--- config.mk ---
export PLATFORM = sky130hd
export DESIGN_NAME = traffic_ctrl_param
export DESIGN_NICKNAME = d
export VERILOG_FILES = /design/src/rtl/traffic_ctrl_param.sv
export SDC_FILE = /design/constraint.sdc
export NUM_CORES = 1
export LEC_CHECK = 0
export CORE_ASPECT_RATIO = 0.8
export CORE_MARGIN = 5
export CORE_UTILIZATION = 30
export DETAILED_ROUTE_END_ITERATION = 16
export PLACE_DENSITY = 0.45
export SYNTH_ARGS = -nofsm -noshare
export SYNTH_HDL_FRONTEND = slang
export SYNTH_SLANG_ARGS = --single-unit
--- constraint.sdc ---
create_clock -name CK -period 4.1 [get_ports CK]
set_input_delay 1.23 -clock CK [delete_from_list [all_inputs] [get_ports CK]]
set_output_delay 1.23 -clock CK [all_outputs]
set_load 0.01 [all_outputs]
--- src/rtl/traffic_ctrl_param.sv ---
// Parameterised two-road traffic light controller with pedestrian service,
// side-road green extension, flashing fault mode and a tick prescaler.
// Phase lengths are measured in prescaler ticks; the FSM only advances on a
// tick edge except for fault-mode entry/exit and invalid-state recovery.
module traffic_ctrl_param #(
    parameter int PRE_DIV = 8,
    parameter int TW      = 6,
    parameter int GMIN    = 20,
    parameter int GMAX    = 40,
    parameter int T_YEL   = 4,
    parameter int T_AR    = 2
) (
    input  logic       CK,
    input  logic       RN,
    input  logic       CLR,
    input  logic       EN,
    input  logic       SIDE_REQ,
    input  logic       PED_REQ,
    input  logic       FLASH,
    output logic [2:0] MAIN_LT,
    output logic [2:0] SIDE_LT,
    output logic       PED_WALK,
    output logic [2:0] STATE,
    output logic       TICK
);

    localparam int PW = $clog2(PRE_DIV);

    localparam logic [PW-1:0] PRE_LAST  = PW'(PRE_DIV - 1);
    localparam logic [TW-1:0] GMIN_LAST = TW'(GMIN - 1);
    localparam logic [TW-1:0] GMAX_LAST = TW'(GMAX - 1);
    localparam logic [TW-1:0] YEL_LAST  = TW'(T_YEL - 1);
    localparam logic [TW-1:0] AR_LAST   = TW'(T_AR - 1);
    localparam logic [TW-1:0] TMR_SAT   = '1;

    // Lamp encodings {G,Y,R}
    localparam logic [2:0] LAMP_G = 3'b100;
    localparam logic [2:0] LAMP_Y = 3'b010;
    localparam logic [2:0] LAMP_R = 3'b001;

    typedef enum logic [2:0] {
        MG  = 3'd0,
        MY  = 3'd1,
        AR1 = 3'd2,
        SG  = 3'd3,
        SY  = 3'd4,
        AR2 = 3'd5,
        FL  = 3'd6
    } state_t;

    state_t          state_q;
    state_t          state_d;
    logic [PW-1:0]   presc;
    logic [TW-1:0]   timer;
    logic            side_pend;
    logic            ped_pend;
    logic            ped_srv;
    logic            blink;
    logic            tick;
    logic            state_change;
    logic            enter_sg;
    logic            exit_sg;
    logic            exit_fl;

    assign tick         = EN && (presc == PRE_LAST);
    assign state_change = (state_d != state_q);
    assign enter_sg     = (state_d == SG) && (state_q != SG);
    assign exit_sg      = (state_q == SG) && (state_d != SG);
    assign exit_fl      = (state_q == FL) && (state_d != FL);

    assign TICK  = tick;
    assign STATE = state_q;

    // Prescaler: free-running modulo-PRE_DIV counter gated by EN
    always_ff @(posedge CK or negedge RN) begin
        if (!RN) begin
            presc <= '0;
        end else if (CLR) begin
            presc <= '0;
        end else if (EN) begin
            if (presc == PRE_LAST) begin
                presc <= '0;
            end else begin
                presc <= presc + 1'b1;
            end
        end
    end

    // State register
    always_ff @(posedge CK or negedge RN) begin
        if (!RN) begin
            state_q <= MG;
        end else if (CLR) begin
            state_q <= MG;
        end else begin
            state_q <= state_d;
        end
    end

    // Next-state logic: tick-paced phases, fault mode overrides on any edge
    always_comb begin
        state_d = state_q;
        case (state_q)
            MG: begin
                if (tick && (timer >= GMIN_LAST) && (side_pend || ped_pend)) begin
                    state_d = MY;
                end
            end
            MY: begin
                if (tick && (timer >= YEL_LAST)) begin
                    state_d = AR1;
                end
            end
            AR1: begin
                if (tick && (timer >= AR_LAST)) begin
                    state_d = SG;
                end
            end
            SG: begin
                if (tick && ((timer >= GMAX_LAST) ||
                             ((timer >= GMIN_LAST) && !SIDE_REQ))) begin
                    state_d = SY;
                end
            end
            SY: begin
                if (tick && (timer >= YEL_LAST)) begin
                    state_d = AR2;
                end
            end
            AR2: begin
                if (tick && (timer >= AR_LAST)) begin
                    state_d = MG;
                end
            end
            FL: begin
                if (!FLASH) begin
                    state_d = AR2;
                end
            end
            default: begin
                state_d = MG;
            end
        endcase
        if (FLASH && (state_q inside {MG, MY, AR1, SG, SY, AR2})) begin
            state_d = FL;
        end
    end

    // Phase timer: restarts on state change (except fault entry), saturating tick count
    always_ff @(posedge CK or negedge RN) begin
        if (!RN) begin
            timer <= '0;
        end else if (CLR) begin
            timer <= '0;
        end else if (state_change) begin
            if (state_d != FL) begin
                timer <= '0;
            end
        end else if (tick && (timer != TMR_SAT)) begin
            timer <= timer + 1'b1;
        end
    end

    // Request latches: set by any request, cleared as side green begins
    always_ff @(posedge CK or negedge RN) begin
        if (!RN) begin
            side_pend <= 1'b0;
            ped_pend  <= 1'b0;
        end else if (CLR) begin
            side_pend <= 1'b0;
            ped_pend  <= 1'b0;
        end else if (enter_sg) begin
            side_pend <= 1'b0;
            ped_pend  <= 1'b0;
        end else begin
            if (SIDE_REQ) begin
                side_pend <= 1'b1;
            end
            if (PED_REQ) begin
                ped_pend <= 1'b1;
            end
        end
    end

    // Pedestrian service flag held for the duration of one side-green phase
    always_ff @(posedge CK or negedge RN) begin
        if (!RN) begin
            ped_srv <= 1'b0;
        end else if (CLR) begin
            ped_srv <= 1'b0;
        end else if (enter_sg) begin
            ped_srv <= ped_pend;
        end else if (exit_sg) begin
            ped_srv <= 1'b0;
        end
    end

    // Fault-mode blink phase, toggled per tick and restarted on leaving fault mode
    always_ff @(posedge CK or negedge RN) begin
        if (!RN) begin
            blink <= 1'b0;
        end else if (CLR) begin
            blink <= 1'b0;
        end else if (exit_fl) begin
            blink <= 1'b0;
        end else if ((state_q == FL) && tick) begin
            blink <= ~blink;
        end
    end

    // Moore lamp decode; anything unexpected shows all-red
    always_comb begin
        MAIN_LT  = LAMP_R;
        SIDE_LT  = LAMP_R;
        PED_WALK = 1'b0;
        case (state_q)
            MG: begin
                MAIN_LT = LAMP_G;
            end
            MY: begin
                MAIN_LT = LAMP_Y;
            end
            SG: begin
                SIDE_LT  = LAMP_G;
                PED_WALK = ped_srv;
            end
            SY: begin
                SIDE_LT = LAMP_Y;
            end
            FL: begin
                MAIN_LT = {1'b0, blink, 1'b0};
                SIDE_LT = {1'b0, blink, 1'b0};
            end
            default: begin
                MAIN_LT = LAMP_R;
                SIDE_LT = LAMP_R;
            end
        endcase
    end

endmodule

==> metrics.yaml, run 1 <==
status:
  status: "finished clean"
power_and_ir_drop:
  p_clk_share_pct: 37.9
  power.density_nw_per_um2: 240
  combPwrFrac_pct: 17.9
  power.total_uw: 382
  p_sw_uw: 103
  power_leakage_nw: 0.620
  vdd_ir_drop_max_mv: 0.151
  swShare_pct: 26.9
  p_int_uw: 279
  power_frac_seq_pct: 44.3
worst_setup_path:
  cp.required_ns: 2.87
  worstPathArrival_ns: 2.61
  cp-end-kind: "output port"
  cp_max_fo: 8
  start_kind: "primary input"
  criticalPathCategory: "primary input to output port"
route:
  drc: 0
  num_vias: 1182
  first_pass_iters: 6
  ant_nets: 0
  wl_um: 3350
  drt_iter0_markers: 43
  detail_route.wl_per_cell_um: 14.8
  viasPerCell: 5.23
timing:
  tightest_slew_ns: 0.807
  rsz0062_at_grt: "no"
  post-route-period-util_pct: 93.6
  finClkSkew_ns: 0.00366
  max_freq_mhz: 260
  setup_viol: 0
  max_slew_margin_pct: 46.0
  fin_crit_ns: 3.84
  slew_violations: 0
  hold_violations: 0
  tns_ns: 0
yosys:
  synth-compound-area-share_pct: 28.3
  yosys_warnings: 0
  yosys.area_share.simple_pct: 26.1
  syn-cell-area_um2: 1340
  synth_fa_ha_area_share_pct: 5.60
  synth_area_leaders: "dfrtp_1 30%, ha_1 5.6%, nand2_1 4.2%"
  synth_edf_count: 0
  synth-xor-area-share_pct: 1.31
  ys_seq_elements: 16
  yosysTopAreaCell: "dfrtp_1"
  synth_top_family_by_area: "compound AO/OA/AOI/OAI gates"
  synth_mux_area_share_pct: 1.49
  syn_area_per_cell_um2: 8.71
  async_reset_ff_share_pct: 100
  syn_nets: 167
  synth_cell_types: 48
  yosysSeqAreaShare_pct: 29.9
  synth_top_area_share_pct: 29.9
  ys.flop_type: "dfrtp_1"
  synth_cells: 154
die:
  dieArea_um2: 5920
  initial_core_util_pct: 31.5
  rows: 21
  core-area_um2: 4260
  die_w_um: 84.8
  pin_count: 18
  die_y_um: 69.8
final_layout:
  diodes: 0
  drive_gt1_share_pct: 11.8
  multi_input_area_um2: 842
  nFillCells: 438
  final_net_count: 183
  regArea_um2: 400
  syn2layout_area_growth_pct: 18.9
clock_network:
  cts.clk_slew.worst_paths_ns: 0.06
  clockBufferDepth: 2
  worstSkewPairLatency_ns: 0.26
  root_buffer: "clkbuf_8"
  numCtsBuffers: 3
  ctsHoldBuffers: 0
  htreeDepth: 1
  post_cts_resized: 0
  clock_sinks: 16
  cts_tree: "yes"
  cts_setup_buffers: 0
global_route:
  grt_usage_pct: 11.4
  grt_antenna_before_repair: 0
  overflow: 0
  grt_start_max_net_pins: 19
  grt_pass1_vias: 1130
  grt_first_pass_wirelength_um: 5520
placed_design:
  place_congestion: 0.821
  port_buffers: 17
  hpwl_um: 2540
worst_hold_path:
  hp-class: "register to register"
job:
  max-cap-violations: 0
[final timing paths]
path	slack, ns	endpoint	from	depth (start not counted)
worst max-delay path	0.26	TICK	EN	4
worst min-delay path	0.51	side_pend$_DFFE_PN0P_	side_pend$_DFFE_PN0P_	1
worst max register to register	1.25	timer[2]$_DFFE_PN0P_	timer[0]$_DFFE_PN0P_	8
worst min register to register	0.51	side_pend$_DFFE_PN0P_	side_pend$_DFFE_PN0P_	1
max in group asynchronous	2.16	timer[5]$_DFFE_PN0P_	RN	1
min in group asynchronous	1.44	STATE[2]$_DFF_PN0_	RN	1
[cell type report]
type	instances	share of cell area [%]
well taps	57	4.47
clock buffers	4	3.45
repair buffers	19	11.6
flip-flops and latches	16	25.1
inverters	11	2.59
multi-input cells	119	52.8
[Yosys cell counts (3+ instances only)]
| cell | n |
|---|---|
| clkbuf_1 | 3 |
| inv_1 | 11 |
| nand3_1 | 4 |
| ha_1 | 6 |
| o21a_1 | 3 |
| o21ai_0 | 6 |
| dfrtp_1 | 16 |
| a31oi_1 | 8 |
| nor2b_1 | 6 |
| a21oi_1 | 10 |
| nor2_1 | 15 |
| nand2_1 | 15 |
| nor3_1 | 4 |
[power groups by stage]
stage               clock network (mW)  registers [mW]  logic [mW]
global route                     0.156           0.170      0.0753
CTS                              0.150           0.169      0.0690
detailed placement                   0           0.172      0.0687
finish                           0.145           0.169      0.0682
floorplan                            0           0.169      0.0446
global placement                     0           0.172      0.0682
[cells in the final DEF (no fill, tap or decap), types with 6 or more instances in the layout]
master           instances
inv_1                   11
a21oi_1                 10
o21ai_0                  6
dfrtp_1                 16
nor2_1                  15
ha_1                     6
nand2_1                 15
clkdlybuf4s50_1         17
a31oi_1                  8
nor2b_1                  6
[worst max-delay path, cell delays in order]
cell	delay [ns]
clkdlybuf4s50_1	0.56
nand2_2	0.18
inv_1	0.11
clkdlybuf4s50_1	0.54
[cell families after synthesis]
logic type | Yosys count
AND/OR/NAND/NOR | 62
AO/OA/AOI/OAI | 47
buffers and inverters | 19
flip-flops | 16
adder cells (fa/ha/maj) | 6
XOR/XNOR | 2
multiplexers | 2
[registers in the layout, summed over array words and instances (netlist names)]
signal	cells
presc	3
ped_pend	1
timer	6
STATE	3
ped_srv	1
blink	1
side_pend	1
[through the flow]
| step | setup slack, ns | util [%] | area [µm²] | std cells | hold slack (ns) |
|---|---|---|---|---|---|
| 2_1_floorplan | 1.17 | - | 1340 | 154 | 0.451 |
| 3_3_place_gp | 0.270 | 36.2 | 1540 | 222 | 0.473 |
| 3_5_place_dp | 0.265 | 36.2 | 1540 | 222 | 0.506 |
| 4_1_cts | 0.264 | 37.5 | 1600 | 226 | 0.524 |
| 5_1_grt | 0.198 | 37.5 | 1600 | 226 | 0.541 |
| 6_report | 0.261 | 37.5 | 1600 | 226 | 0.513 |
[metal layers]
layer | up-vias | track usage [%] | routed length (µm)
li1 | 591 | - | -
met1 | 568 | 15.4 | 1610
met2 | 23 | 18.5 | 1570
met3 | 0 | 2.97 | 179
met4 | 0 | 2.11 | 0
met5 | - | 0 | 0
Note: power is estimated with default switching activity, not from simulation.
==> run 2: changes to the inputs <==
--- a/config.mk
+++ b/config.mk
@@ -6,10 +6,11 @@
 export NUM_CORES = 1
 export LEC_CHECK = 0
 export CORE_ASPECT_RATIO = 0.8
-export CORE_MARGIN = 5
+export CORE_MARGIN = 2
 export CORE_UTILIZATION = 30
 export DETAILED_ROUTE_END_ITERATION = 16
-export PLACE_DENSITY = 0.45
+export DONT_BUFFER_PORTS = 1
+export PLACE_DENSITY = 0.4
 export SYNTH_ARGS = -nofsm -noshare
 export SYNTH_HDL_FRONTEND = slang
 export SYNTH_SLANG_ARGS = --single-unit
==> run 2 against run 1 <==
Net effect: die area shrank 15%; register-to-register slack gained 0.04 ns; global-route usage grew 3.4 points; clock skew grew 0.00082 ns; sequential power is essentially flat; sequential share of layout area grew 3.4 points; flip-flop and latch count is the same; clock-buffer cell count shrank 1; via count shrank 2.5%; critical endpoint is now SIDE_LT[1].
==> metrics.yaml, run 2 (same netlist as run 1, synthesis figures left out) <==
final_layout:
  syn2layout_area_growth_pct: 4.66
  largest_reg_flops: 6  # unchanged
  final_common_cell: "dfrtp_1"
  nFillCells: 442  # +0.91%
  final_area_um2: 1400  # -12%
  final_cell_mix: "16 x dfrtp_1, 15 x nor2_1, 15 x nand2_1"
  drive_gt1_share_pct: 12.0  # +0.17 points
  final_net_count: 165  # -9.8%
  diodes: 0  # unchanged
  regMostFlops: "timer"
die:
  initial_core_util_pct: 31.7  # +0.20 points
  pin_count: 18  # unchanged
  dieArea_um2: 5020  # -15%
  core-area_um2: 4230  # -0.62%
  rows: 21  # unchanged
  die_y_um: 63.8  # -8.6%
  die_w_um: 78.8  # -7.1%
timing:
  finClkSkew_ns: 0.00448  # +0.000825 ns
  fin_crit_ns: 3.08  # -0.761 ns
  setup_slack_ns: 1.02  # +0.761 ns
  slew_violations: 0  # unchanged
  max_slew_margin_pct: 56.4  # +10 points
  hold_violations: 0  # unchanged
  max_freq_mhz: 325  # +25%
  tns_ns: 0  # unchanged
  rsz0062_at_grt: "no"
  tightest_slew_ns: 0.652  # -0.156 ns
  post-route-period-util_pct: 75.1  # -19 points
  hold_ws_ns: 0.485  # -0.0277 ns
  setup_viol: 0  # unchanged
placed_design:
  placed_area_um2: 1360  # -12%
  place_ws_ns: 0.938  # +0.674 ns
  place_congestion: 0.878  # +7.0%
  port_buffers: 0  # -17
  hpwl_um: 2510  # -1.4%
job:
  max-cap-violations: 0  # unchanged
route:
  wl_um: 3330  # -0.57%
  drt_iter0_markers: 85  # +98%
  detail_route.wl_per_cell_um: 16.1  # +8.6%
  first_pass_iters: 4  # -2
  ant_nets: 0  # unchanged
  drc: 0  # unchanged
  viasPerCell: 5.57  # +6.5%
  num_vias: 1153  # -2.5%
power_and_ir_drop:
  power_frac_seq_pct: 50.6  # +6.3 points
  combPwrFrac_pct: 13.3  # -4.6 points
  vdd_ir_drop_max_mv: 0.126  # -16%
  power.density_nw_per_um2: 238  # -0.70%
  swShare_pct: 26.4  # -0.48 points
  power_leakage_nw: 0.544  # -12%
  p_sw_uw: 88.2  # -14%
  p_int_uw: 246  # -12%
  p_clk_share_pct: 36.1  # -1.8 points
status:
  status: "finished clean"
global_route:
  overflow: 0  # unchanged
  grt_start_max_net_pins: 19  # unchanged
  grt_pass1_vias: 1193  # +5.6%
  grt_first_pass_wirelength_um: 5930  # +7.4%
  grt_usage_pct: 14.8  # +3.4 points
  grt_antenna_before_repair: 0  # unchanged
worst_setup_path:
  criticalPathCategory: "register to output port"
  slowest_delay_ns: 0.73  # +0.17 ns
  cp.required_ns: 2.87  # about the same
  cp_slowest_cell: "dfrtp_1"
  worstPathArrival_ns: 1.85  # -0.76 ns
  critPathTopFamily: "flip-flops"
  cp-end-kind: "output port"
  crit_buf_inv: 0  # -3
  cp_num_cells: 2  # -2
  reg2reg_depth: 8  # unchanged
  path_cells: "nor2b_1 > a21boi_0"
  cp_max_fo: 18  # +10
  start_kind: "register"
clock_network:
  cts.clk_slew.worst_paths_ns: 0.07  # about the same
  cts_setup_buffers: 0  # unchanged
  post_cts_resized: 0  # unchanged
  clockBufferDepth: 2  # unchanged
  worstSkewPairLatency_ns: 0.25  # about the same
  ctsHoldBuffers: 0  # unchanged
  clock_sinks: 16  # unchanged
  root_buffer: "clkbuf_8"
  cts_tree: "yes"
  htreeDepth: 1  # unchanged
  numCtsBuffers: 3  # unchanged
worst_hold_path:
  hp-class: "register to register"
  min_path_cells: 1  # unchanged
-- run 2: cell count changes in the layout (fill, tap and decap cells not counted), sizes merged --
| cell | delta |
|---|---|
| clkbuf | -1 |
| buf | -1 |
| clkdlybuf4s50 | -17 |
-- run 2: area by class of cell --
| cell class | instances | area [µm²] | share of cell area, % |
|---|---|---|---|
| clock buffer | 3 | 41.3 | 2.94 |
| tap | 57 | 71.3 | 5.08 |
| inverter | 11 | 41.3 | 2.94 |
| multi-input combinational | 119 | 842 | 60.0 |
| timing repair buffer | 1 | 7.51 | 0.535 |
| sequential | 16 | 400 | 28.5 |
-- run 2: final timing paths --
| path | slack (ns) | from | to |
|---|---|---|---|
| setup / recovery | 1.02 | STATE[2]$_DFF_PN0_ | SIDE_LT[1] |
| hold / removal | 0.48 | side_pend$_DFFE_PN0P_ | side_pend$_DFFE_PN0P_ |
| min in group asynchronous | 0.67 | RN | STATE[2]$_DFF_PN0_ |
| max in group asynchronous | 3.36 | RN | presc[1]$_DFFE_PN0P_ |
| setup reg to reg | 1.29 | timer[0]$_DFFE_PN0P_ | timer[2]$_DFFE_PN0P_ |
| hold reg to reg | 0.48 | side_pend$_DFFE_PN0P_ | side_pend$_DFFE_PN0P_ |
-- run 2: power groups by stage --
stage	logic, mW	registers (mW)	clock network (mW)
after CTS	0.0446	0.169	0.128
after global routing	0.0504	0.170	0.134
after floorplan	0.0446	0.169	0
after detailed placement	0.0445	0.172	0
after global placement	0.0437	0.172	0
final	0.0443	0.169	0.121
-- run 2: worst register-to-register path: cells and delay by family, from the launching register on --
family	cells	cell delay (ns)
flip-flops	1	0.45
AO/OA/AOI/OAI	5	1.19
adder cells (fa/ha/maj)	1	0.33
AND/OR/NAND/NOR	2	0.78
-- run 2: routing by layer --
layer	routed length, µm	GRT usage (%)
met1	1620	21.2
met2	1460	22.2
met3	215	4.52
met4	36	2.41
met5	0	0
-- run 2: metrics by stage --
step / total power, mW / util, % / instances
floorplan: 0.213 / - / 154
CTS: 0.342 / 33.2 / 207
global route: 0.355 / 33.2 / 207
global placement: 0.216 / 32.2 / 204
finish: 0.334 / 33.2 / 207
detailed placement: 0.216 / 32.2 / 204
==> run 3: changes to the inputs <==
==> constraint.sdc (replaced) <==
create_clock -name CK -period 3.1 [get_ports CK]
set_input_delay 0.93 -clock CK [delete_from_list [all_inputs] [get_ports CK]]
set_output_delay 0.93 -clock CK [all_outputs]
set_load 0.01 [all_outputs]
==> run 3 against run 2 <==
Net effect: worst hold slack worse by 0.13 ns; final cell count is 3.4% higher; first-iteration DRC count is 1.2% higher; setup slack got worse by 0.68 ns; global-route usage is 0.15 points higher; critical path depth is 7 higher; highest routed layer unchanged; cell area up 4.2%; sequential share of layout area decreased by 1.1 points.
==> metrics.yaml, run 3 (same netlist as run 1, synthesis figures left out) <==
route:
  drc: 0  # unchanged
  num_vias: 1151  # -0.17%
  viasPerCell: 5.38  # -3.4%
  wl_um: 3390  # +1.6%
  detail_route.wl_per_cell_um: 15.8  # -1.8%
  first_pass_iters: 4  # unchanged
  drt_iter0_markers: 86  # +1.2%
  ant_nets: 0  # unchanged
final_layout:
  final_common_cell: "dfrtp_1"
  largest_reg_flops: 6  # unchanged
  drive_gt1_share_pct: 15.9  # +3.9 points
  regMostFlops: "timer"
  syn2layout_area_growth_pct: 9.05
  final_net_count: 171  # +3.6%
  diodes: 0  # unchanged
  final_cell_mix: "16 x dfrtp_1, 15 x nor2_1, 15 x nand2_1"
timing:
  slew_violations: 0  # unchanged
  tns_ns: 0  # unchanged
  rsz0062_at_grt: "no"
  max_slew_margin_pct: 66.8  # +10 points
  tightest_slew_ns: 0.498  # -0.154 ns
  max_freq_mhz: 363
  hold_violations: 0  # unchanged
  finClkSkew_ns: 0.00445  # -0.0000340 ns
  post-route-period-util_pct: 89.0
  fin_crit_ns: 2.76
  setup_viol: 0  # unchanged
  hold_ws_ns: 0.359  # -0.126 ns
worst_setup_path:
  path_cells: "ha_1 > nor4_4 > a2111oi_4 > nor4_2 > o41ai_2 > a2111oi_4 > buf_4 > a31oi_1 > a31oi_1"
  cp_slowest_cell: "dfrtp_1"
  rrSetupSlack_ns: 0.34  # -0.95 ns
  reg2reg_depth: 9  # +1
  r2r_end: "timer[2]$_DFFE_PN0P_"
  start_kind: "register"
  timing.rr.start: "timer[0]$_DFFE_PN0P_"
  cp_max_fo: 9  # -9
  worstPathArrival_ns: 2.93  # +1.08 ns
  cp.required_ns: 3.27  # +0.40 ns
  cp-end-kind: "register"
  slowest_delay_ns: 0.45  # -0.28 ns
  criticalPathCategory: "register to register"
clock_network:
  post_cts_resized: 0  # unchanged
  htreeDepth: 1  # unchanged
  cts_tree: "yes"
  cts.clk_slew.worst_paths_ns: 0.07  # about the same
  worstSkewPairLatency_ns: 0.26  # about the same
  ctsHoldBuffers: 0  # unchanged
  root_buffer: "clkbuf_8"
  clockBufferDepth: 2  # unchanged
  cts_setup_buffers: 0  # unchanged
  numCtsBuffers: 3  # unchanged
  clock_sinks: 16  # unchanged
die:
  die_y_um: 63.8  # unchanged
  core-area_um2: 4230  # unchanged
  initial_core_util_pct: 31.7  # unchanged
  die_w_um: 78.8  # unchanged
  rows: 21  # unchanged
  dieArea_um2: 5020  # unchanged
  pin_count: 18  # unchanged
job:
  max-cap-violations: 0  # unchanged
placed_design:
  place_congestion: 0.815  # -7.2%
  port_buffers: 0  # unchanged
  hpwl_um: 2590  # +3.2%
global_route:
  grt_usage_pct: 15.0  # +0.15 points
  grt_start_max_net_pins: 17  # -2
  grt_first_pass_wirelength_um: 5810  # -2.0%
  grt_antenna_before_repair: 0  # unchanged
  overflow: 0  # unchanged
  grt_pass1_vias: 1142  # -4.3%
status:
  status: "finished clean"
power_and_ir_drop:
  power.density_nw_per_um2: 329  # +38%
  vdd_ir_drop_max_mv: 0.148  # +17%
  power_leakage_nw: 0.582  # +7.1%
worst_hold_path:
  hp-class: "primary input to asynchronous set/reset pin"
-- run 3: worst max path at each step --
stage / cells past startpoint / startpoint / end
floorplan: 7 / EN / timer[2]$_DFFE_PN0P_
global placement: 7 / EN / timer[2]$_DFFE_PN0P_
detailed placement: 7 / EN / timer[2]$_DFFE_PN0P_
CTS: 8 / timer[0]$_DFFE_PN0P_ / timer[2]$_DFFE_PN0P_
global route: 9 / timer[0]$_DFFE_PN0P_ / timer[2]$_DFFE_PN0P_
finish: 9 / timer[0]$_DFFE_PN0P_ / timer[2]$_DFFE_PN0P_
-- run 3: worst max-delay path: cells and delay by family, from the launching register on --
kind	cells	cell delay [ns]
compound gates	5	0.89
simple gates	2	0.79
flops	1	0.45
fa+ha+maj	1	0.34
buf+inv	1	0.21
-- run 3: power breakdown --
part	switching [mW]	internal, mW
clock	0.0796	0.113
sequential	0.00795	0.215
combinational	0.0373	0.0280
total	0.125	0.356
-- run 3: cell type report --
cell class                      instances  area (µm²)
Timing Repair Buffer                    7        52.6
Sequential cell                        16         400
Inverter                               11        41.3
Tap cell                               57        71.3
Clock buffer                            4        55.1
Fill cell                             446        2770
Multi-Input combinational cell        119         842
-- run 3: metal layers --
metal | GRT usage (%) | vias up | share of wire (%)
met2 | 22.2 | 32 | 45
li1 | - | 571 | -
met4 | 3.95 | 0 | 0.97
met3 | 4.24 | 5 | 6.5
met5 | 0 | - | 0
met1 | 21.2 | 543 | 48
-- run 3: through the flow --
stage | setup WS, ns | total power [mW] | instance area [µm²] | std cells | util, %
finish | 0.342 | 0.481 | 1460 | 214 | 34.6
global route | 0.122 | 0.503 | 1460 | 214 | 34.6
CTS | 0.214 | 0.488 | 1460 | 213 | 34.4
detailed placement | 0.250 | 0.290 | 1400 | 209 | 33.1
global placement | 0.310 | 0.288 | 1400 | 209 | 33.1
floorplan | 0.475 | 0.282 | 1340 | 154 | -
